==> config.mk <==
export PLATFORM = sky130hd
export DESIGN_NAME = gtrg_hdr_seq_flat
export DESIGN_NICKNAME = d
export VERILOG_FILES = /design/src/rtl/gtrg_hdr_seq_if.sv /design/src/rtl/gtrg_hdr_seq.sv /design/src/flat_wrapper.sv
export SDC_FILE = /design/constraint.sdc
export NUM_CORES = 1
export LEC_CHECK = 0
export BUFFER_PORTS_ARGS = -buffer_cell sky130_fd_sc_hd__buf_2
export CORE_ASPECT_RATIO = 1.25
export CORE_MARGIN = 5
export CORE_UTILIZATION = 47
export DETAILED_ROUTE_END_ITERATION = 10
export PLACE_DENSITY = 0.8
export SLEW_MARGIN = 10
export SYNTH_ARGS = -nofsm -noshare
export SYNTH_HDL_FRONTEND = slang
export SYNTH_SLANG_ARGS = --single-unit
==> constraint.sdc <==
create_clock -name CLK -period 4.6 [get_ports CLK]
set_input_delay 0.92 -clock CLK [delete_from_list [all_inputs] [get_ports CLK]]
set_output_delay 0.92 -clock CLK [all_outputs]
set_load 0.05 [all_outputs]
==> src/rtl/gtrg_hdr_seq_if.sv <==
// Header word stream from gtrg_hdr_seq to the DMB packer.
// Valid/ready handshake: a word transfers on the clock where HDR_DV and HDR_RDY are both high.
interface gtrg_hdr_seq_if;
    logic [15:0] HDR_DATA;
    logic        HDR_DV;
    logic        HDR_LAST;
    logic        HDR_RDY;

    modport master (output HDR_DATA, output HDR_DV, output HDR_LAST, input HDR_RDY);
    modport slave  (input HDR_DATA, input HDR_DV, input HDR_LAST, output HDR_RDY);
endinterface

==> src/rtl/gtrg_hdr_seq.sv <==
// GTRG FIFO consumer: pops one event, emits the four-word DMB header, then
// enables payload readout of the reporting sources until done or timeout.
module gtrg_hdr_seq #(
    parameter int unsigned L1CNT_W  = 24,
    parameter int unsigned TOUT_CYC = 4095
) (
    input  logic               CLK,
    input  logic               RST,
    input  logic               L1ARST,
    input  logic               EMPTY_B,
    input  logic [16:0]        DAVSOUT,
    input  logic [11:0]        BXCOUNTOUT,
    input  logic [3:0]         CFEBBX,
    gtrg_hdr_seq_if.master     hdr,
    input  logic               PAYDONE,
    output logic               POP,
    output logic [4:0]         CFEB_RDEN,
    output logic               TMB_RDEN,
    output logic               ALCT_RDEN,
    output logic               BUSY,
    output logic [L1CNT_W-1:0] L1ACNT,
    output logic               TOUT
);

    localparam logic [11:0] TOUT_LIM = 12'(TOUT_CYC);

    typedef enum logic [2:0] {
        S_IDLE,
        S_LATCH,
        S_H1,
        S_H2,
        S_H3,
        S_H4,
        S_PAYLOAD
    } state_t;

    state_t               state;
    logic [L1CNT_W-1:0]   l1a_cnt;
    logic [L1CNT_W-1:0]   l1a_lat;
    logic [L1CNT_W-1:0]   l1a_inc;
    logic [4:0]           cfeb_lat;
    logic                 tmb_lat;
    logic                 alct_lat;
    logic                 movlp_lat;
    logic [11:0]          bx_lat;
    logic [3:0]           cfebbx_lat;
    logic [11:0]          tcnt;
    logic [15:0]          hdr_data;
    logic                 hdr_dv;
    logic                 hdr_last;
    logic                 unused_lct;

    // LCT 5bx OR bits are not part of the header or readout enables.
    assign unused_lct = ^DAVSOUT[15:11];

    // A coincident L1ARST forces the value taken into the header to zero.
    always_comb begin
        l1a_inc = L1ARST ? '0 : l1a_cnt + L1CNT_W'(1);
    end

    always_ff @(posedge CLK or posedge RST) begin
        if (RST) begin
            state      <= S_IDLE;
            l1a_cnt    <= '0;
            l1a_lat    <= '0;
            cfeb_lat   <= '0;
            tmb_lat    <= 1'b0;
            alct_lat   <= 1'b0;
            movlp_lat  <= 1'b0;
            bx_lat     <= '0;
            cfebbx_lat <= '0;
            tcnt       <= '0;
            hdr_data   <= '0;
            hdr_dv     <= 1'b0;
            hdr_last   <= 1'b0;
            POP        <= 1'b0;
            CFEB_RDEN  <= '0;
            TMB_RDEN   <= 1'b0;
            ALCT_RDEN  <= 1'b0;
            TOUT       <= 1'b0;
        end else begin
            if (L1ARST) begin
                l1a_cnt <= '0;
            end
            case (state)
                S_IDLE: begin
                    if (EMPTY_B) begin
                        state <= S_LATCH;
                        POP   <= 1'b1;
                    end
                end
                S_LATCH: begin
                    POP        <= 1'b0;
                    cfeb_lat   <= DAVSOUT[5:1];
                    tmb_lat    <= DAVSOUT[0];
                    alct_lat   <= DAVSOUT[16];
                    movlp_lat  <= |DAVSOUT[10:6];
                    bx_lat     <= BXCOUNTOUT;
                    cfebbx_lat <= CFEBBX;
                    l1a_cnt    <= l1a_inc;
                    l1a_lat    <= l1a_inc;
                    hdr_data   <= {4'h9, l1a_inc[11:0]};
                    hdr_dv     <= 1'b1;
                    state      <= S_H1;
                end
                S_H1: begin
                    if (hdr.HDR_RDY) begin
                        hdr_data <= {4'h9, l1a_lat[23:12]};
                        state    <= S_H2;
                    end
                end
                S_H2: begin
                    if (hdr.HDR_RDY) begin
                        hdr_data <= {cfebbx_lat, bx_lat};
                        state    <= S_H3;
                    end
                end
                S_H3: begin
                    if (hdr.HDR_RDY) begin
                        hdr_data <= {4'hB, 2'b00, alct_lat, tmb_lat, movlp_lat, cfeb_lat, 2'b00};
                        hdr_last <= 1'b1;
                        state    <= S_H4;
                    end
                end
                S_H4: begin
                    if (hdr.HDR_RDY) begin
                        hdr_data <= '0;
                        hdr_dv   <= 1'b0;
                        hdr_last <= 1'b0;
                        if (alct_lat || tmb_lat || (|cfeb_lat)) begin
                            CFEB_RDEN <= cfeb_lat;
                            TMB_RDEN  <= tmb_lat;
                            ALCT_RDEN <= alct_lat;
                            tcnt      <= '0;
                            state     <= S_PAYLOAD;
                        end else begin
                            state <= S_IDLE;
                        end
                    end
                end
                S_PAYLOAD: begin
                    // PAYDONE takes priority over a coincident timeout.
                    if (PAYDONE || (tcnt == TOUT_LIM)) begin
                        TOUT      <= TOUT | ~PAYDONE;
                        CFEB_RDEN <= '0;
                        TMB_RDEN  <= 1'b0;
                        ALCT_RDEN <= 1'b0;
                        state     <= S_IDLE;
                    end else begin
                        tcnt <= tcnt + 12'd1;
                    end
                end
                default: state <= S_IDLE;
            endcase
        end
    end

    assign hdr.HDR_DATA = hdr_data;
    assign hdr.HDR_DV   = hdr_dv;
    assign hdr.HDR_LAST = hdr_last;
    assign BUSY         = (state != S_IDLE);
    assign L1ACNT       = l1a_cnt;

endmodule

==> src/flat_wrapper.sv <==
// flat-port wrapper written by rule: the top's interface ports become plain ports
module gtrg_hdr_seq_flat 
#(
    parameter int unsigned L1CNT_W  = 24,
    parameter int unsigned TOUT_CYC = 4095
)
  (CLK, RST, L1ARST, EMPTY_B, DAVSOUT, BXCOUNTOUT, CFEBBX, PAYDONE, POP, CFEB_RDEN, TMB_RDEN, ALCT_RDEN, BUSY, L1ACNT, TOUT, hdr_HDR_DATA, hdr_HDR_DV, hdr_HDR_LAST, hdr_HDR_RDY);
  gtrg_hdr_seq_if hdr_i ();
  input  logic CLK;
  input  logic RST;
  input  logic L1ARST;
  input  logic EMPTY_B;
  input  logic [16:0] DAVSOUT;
  input  logic [11:0] BXCOUNTOUT;
  input  logic [3:0] CFEBBX;
  input  logic PAYDONE;
  output logic POP;
  output logic [4:0] CFEB_RDEN;
  output logic TMB_RDEN;
  output logic ALCT_RDEN;
  output logic BUSY;
  output logic [L1CNT_W-1:0] L1ACNT;
  output logic TOUT;
  output wire logic [$bits(hdr_i.HDR_DATA)-1:0] hdr_HDR_DATA;
  output wire logic [$bits(hdr_i.HDR_DV)-1:0] hdr_HDR_DV;
  output wire logic [$bits(hdr_i.HDR_LAST)-1:0] hdr_HDR_LAST;
  input wire logic [$bits(hdr_i.HDR_RDY)-1:0] hdr_HDR_RDY;
  assign hdr_HDR_DATA = hdr_i.HDR_DATA;
  assign hdr_HDR_DV = hdr_i.HDR_DV;
  assign hdr_HDR_LAST = hdr_i.HDR_LAST;
  assign hdr_i.HDR_RDY = hdr_HDR_RDY;
  gtrg_hdr_seq #(.L1CNT_W(L1CNT_W), .TOUT_CYC(TOUT_CYC)) u_core (.CLK(CLK), .RST(RST), .L1ARST(L1ARST), .EMPTY_B(EMPTY_B), .DAVSOUT(DAVSOUT), .BXCOUNTOUT(BXCOUNTOUT), .CFEBBX(CFEBBX), .hdr(hdr_i), .PAYDONE(PAYDONE), .POP(POP), .CFEB_RDEN(CFEB_RDEN), .TMB_RDEN(TMB_RDEN), .ALCT_RDEN(ALCT_RDEN), .BUSY(BUSY), .L1ACNT(L1ACNT), .TOUT(TOUT));
endmodule
==> Implementation_results.wiki <==
{| class="wikitable"
! Metric !! Value
|-
| Result of the run || completed
|-
| Pre-antenna DRT Iters || 5
|-
| Leakage power summed over all cells || 2.763 nW
|-
| Y dimension of the die || 127.1 um
|-
| Sequential share of the synthesized area || between 40% and 50%
|-
| Slew at the pin closest to its max-slew limit || 1222 ps
|-
| Hold buffer count at cts || 0
|-
| Antenna diode count || 0
|-
| Starting Density || between 40% and 50%
|-
| Startpoint of the tightest hold check path || u_core.TOUT$_DFFE_PP0P_
|-
| Endpoint of the worst hold path || u_core.TOUT$_DFFE_PP0P_
|-
| Peak Freq || between 300 and 400 MHz
|-
| Via total after detailed routing || roughly 4500
|-
| Average cell area after synthesis || 9.012 um^2
|-
| Slowest stage cell, crit path || dfrtp_1
|-
| Ys async rst share || 100.0%
|-
| Floorplan core area || 10670 um^2
|-
| Largest net degree at the start of global routing || a little over 70
|-
| Worst Setup End Kind || primary output
|-
| Final Cell Area || around 6000 um^2
|-
| Filler instances || roughly 960
|-
| Setup repair after global routing missed its margin || no
|-
| Number of remaining DRC errors || 0
|-
| Arrival time of data at the critical path endpoint || just under 2000 ps
|-
| Max FO, Critical Path || 19
|-
| Main combinational cell family by area after synthesis || simple AND/OR/NAND/NOR gates
|-
| Worst Setup Path Type || reg -> out
|-
| Adder-cell share of the synthesized area || less than 1%
|-
| Root buffer selected by CTS || clkbuf_16
|-
| Ranking of synthesized cells by area || dfrtp_1 (50%), nand2_1 (8.7%), xor2_1 (4.9%), nor2_1 (4.0%), o21ai_0 (3.6%)
|-
| Shortest clock period the worst path allows after layout || roughly 2900 ps
|-
| Peak per-stage delay on the critical path || roughly 600 ps
|-
| Seq. cell area || 2552 um^2
|-
| Detailed-route vias per instance || about 5.8
|-
| Cells along the critical path || buf_4, nor3_1, inv_1, buf_2
|-
| # nets final || about 680
|-
| First-pass GRT wire length || 21.30 mm
|-
| WL per Instance || around 17 um
|-
| Count of maximum capacitance violations || 0
|-
| Post-DP HPWL || between 9 and 10 mm
|-
| Capture instance of the worst register-to-register path || u_core.L1ACNT[0]$_DFFE_PP0P_
|-
| Std cell rows || 42
|-
| Kind of path behind the tightest hold check || reg -> reg
|-
| Depth of the worst register-to-register path || 5
|-
| Placed standard-cell area || between 5000 and 6000 um^2
|-
| Pwr Density || between 600 and 700 nW/um^2
|-
| Final setup violating endpoints || 0
|-
| Most used flip-flop cell after synthesis || dfrtp_1
|-
| CTS Sinks || slightly above 100
|-
| Leading cell types by count after synthesis || nand2_1 (120), dfrtp_1 (102), nor2_1 (55), o21ai_0 (37), a21oi_1 (31)
|-
| Number of top-level pins || 91
|-
| Slew Viols, Final || 0
|-
| Area share of the largest cell type after synthesis || 49.51%
|-
| Register bit total from synthesis || a little over 100
|-
| Starting DRT DRC Count || roughly 340
|-
| TritonCTS clock tree || done
|-
| Leading cell type by number of instances after synthesis || nand2_1
|-
| Number of buffers added for setup after CTS || 0
|-
| Reg-to-reg startpoint || u_core.state[0]$_DFFE_PP0P_
|-
| Area overhead of the layout relative to synthesis || 15.61%
|-
| Vias in the first global route || 4346
|-
| Worst R2R Setup Slack || between 1500 and 2000 ps
|-
| Count of cell instances traversed by the critical path || 4
|-
| Clock Path Buffers || 2
|-
| Data required time at the worst endpoint || roughly 3700 ps
|-
| Simple-gate portion of the synthesized area || between 20% and 30%
|-
| Mapped Area || slightly above 5000 um^2
|-
| Area of the multi-input gates || approximately 2400 um^2
|-
| Width of the chip || approximately 100 um
|-
| Top cell type by total area after synthesis || dfrtp_1
|-
| Worst clock skew || roughly 8.3 ps
|-
| Number of flops mapped to enable cells by yosys || 0
|-
| Kind of start point of the critical path || flop
|-
| Cell family contributing the most delay on the critical path || buffers and inverters
|-
| Hold Path Depth || 1
|-
| Gate count of the mapped netlist || 572
|-
| ANT nets after route || 0
|-
| Hold Fails Final Rpt || 0
|-
| Overflow after GRT || 0
|-
| Share of synthesized area spent on multiplexers || 0.8010%
|-
| Slew Limit Headroom || 18.15%
|-
| Count of input and output buffers || 85
|-
| Initial antenna violation count || 0
|-
| Clock latency at the later pin of the worst-skew pair || about 350 ps
|-
| Number of warning messages in the yosys log || 0
|-
| CTS resizes || 0
|-
| Fraction of synthesized cell area in xor and xnor cells || about 7.3%
|-
| Die area || roughly 13000 um^2
|-
| Clk pin slew, worst setup/hold paths || about 70 ps
|-
| Number of buffers created by CTS || 9
|-
| Worst path bufs/invs || 3
|-
| Detailed-route wire length || 13.10 mm
|-
| Highest ir drop seen on vdd || about 0.28 mV
|-
| Final weighted congestion in routability-driven placement || approximately 0.87
|-
| Max H-tree Level || 3
|-
| Setup TNS || 0 ps
|-
| Number of distinct standard cells referenced by the synthesized netlist || between 60 and 70
|-
| Complex-gate fraction of the synthesized area || around 14%
|-
| Layout cells sized above 1 || 19.00%
|-
| Nets in the synthesized netlist || ~610
|-
| Total track usage || roughly a fifth
|-
| Tcrit/Tclk final || around 63%
|}
## logic make-up after synthesis
group,Yosys count
xor gates and xnor gates,43
muxes,4
adders and majority gates,3
buffers and inverters,42
AOI/OAI and AO/OA,113
DFF,102
and+or+nand+nor,265
## cells in the final DEF, fill, tap and decap left out, types with 3 or more instances in the layout
cell       synthesis  routed
nand2_1          120     120
dfrtp_1          102     102
buf_2              8      85
nor2_1            55      55
o21ai_0           37      37
a21oi_1           31      31
xor2_1            29      29
nand3_1           28      28
xnor2_1           14      14
a22o_1            12      12
nor3_1            11      11
nand4_1           11      11
clkbuf_16          0       9
inv_1              7       6
nand2b_1           6       6
nor4_1             4       4
a211oi_1           4       4
a22oi_1            4       4
o31ai_1            4       4
a31oi_1            4       4
buf_4              0       4
nor2b_1            3       3
and3_1             3       3
mux2i_1            3       3
o221ai_1           3       3
## cell type report
| class | instances | share of cell area (%) |
|---|---|---|
| Sequential cell | 102 | 42.83 |
| Tap cell | 132 | 2.771 |
| Multi-Input combinational cell | 428 | 40.67 |
| Timing Repair Buffer | 89 | 7.642 |
| Inverter | 7 | 0.4829 |
| Clock inverter | 5 | 1.365 |
| Clock buffer | 11 | 4.241 |
## state kept, by name, summed over array words and instances, names as in the netlist
signal               cells
u_core.bx_lat           12
u_core.tmb_lat           1
u_core.POP               1
u_core.l1a_lat          12
u_core.ALCT_RDEN         1
u_core.cfebbx_lat        4
u_core.cfeb_lat          5
u_core.L1ACNT           24
u_core.hdr.HDR_LAST      1
u_core.hdr.HDR_DATA     16
u_core.TMB_RDEN          1
u_core.TOUT              1
u_core.CFEB_RDEN         5
u_core.tcnt             12
u_core.state             3
u_core.hdr.HDR_DV        1
u_core.alct_lat          1
u_core.movlp_lat         1
## report_power, final
group	leakage, nW	total (mW)	internal [mW]	switching [mW]
sequential	1.33	1.40	1.15	0.253
clock	0.162	0.846	0.507	0.340
combinational	1.27	1.33	0.395	0.935
total	2.76	3.58	2.05	1.53
## metal layers
layer	GRT usage, %	wire length, um	vias up
met4	8.537	270	0
met3	3.835	870	19
li1	-	-	2111
met1	24.80	5237	2155
met2	33.41	6717	178
met5	0	0	-
## worst reg2reg max path, stage by stage (launching register included)
cell and delay (ps):
dfrtp_1 720, buf_4 340, nor3b_2 1010, buf_4 350
xnor2_1 150, nor2_1 60
## how the worst max path moves through the flow
stage / slack [ps] / to / startpoint
finish: 1690 / BUSY / u_core.state[0]$_DFFE_PP0P_
global route: 1590 / BUSY / u_core.state[0]$_DFFE_PP0P_
CTS: 1690 / BUSY / u_core.state[0]$_DFFE_PP0P_
detailed placement: 1600 / u_core.l1a_lat[19]$_DFFE_PP0P_ / hdr_HDR_RDY
global placement: 1680 / u_core.hdr.HDR_DATA[11]$_DFFE_PP0P_ / hdr_HDR_RDY
floorplan: 1000 / u_core.ALCT_RDEN$_DFFE_PP0P_ / RST
## per-stage QoR
step / instances / util, % / setup slack, ps / power, mW / hold slack, ps
2_1_floorplan: 572 / - / 1005 / 2.383 / 440.1
3_3_place_gp: 758 / 52.73 / 1677 / 2.688 / 448.8
3_5_place_dp: 758 / 52.73 / 1595 / 2.736 / 452.2
4_1_cts: 774 / 55.86 / 1688 / 3.583 / 470.3
5_1_grt: 774 / 55.86 / 1590 / 3.769 / 495.7
6_report: 774 / 55.86 / 1693 / 3.576 / 464.5
Power figures use the tool's default switching activity.
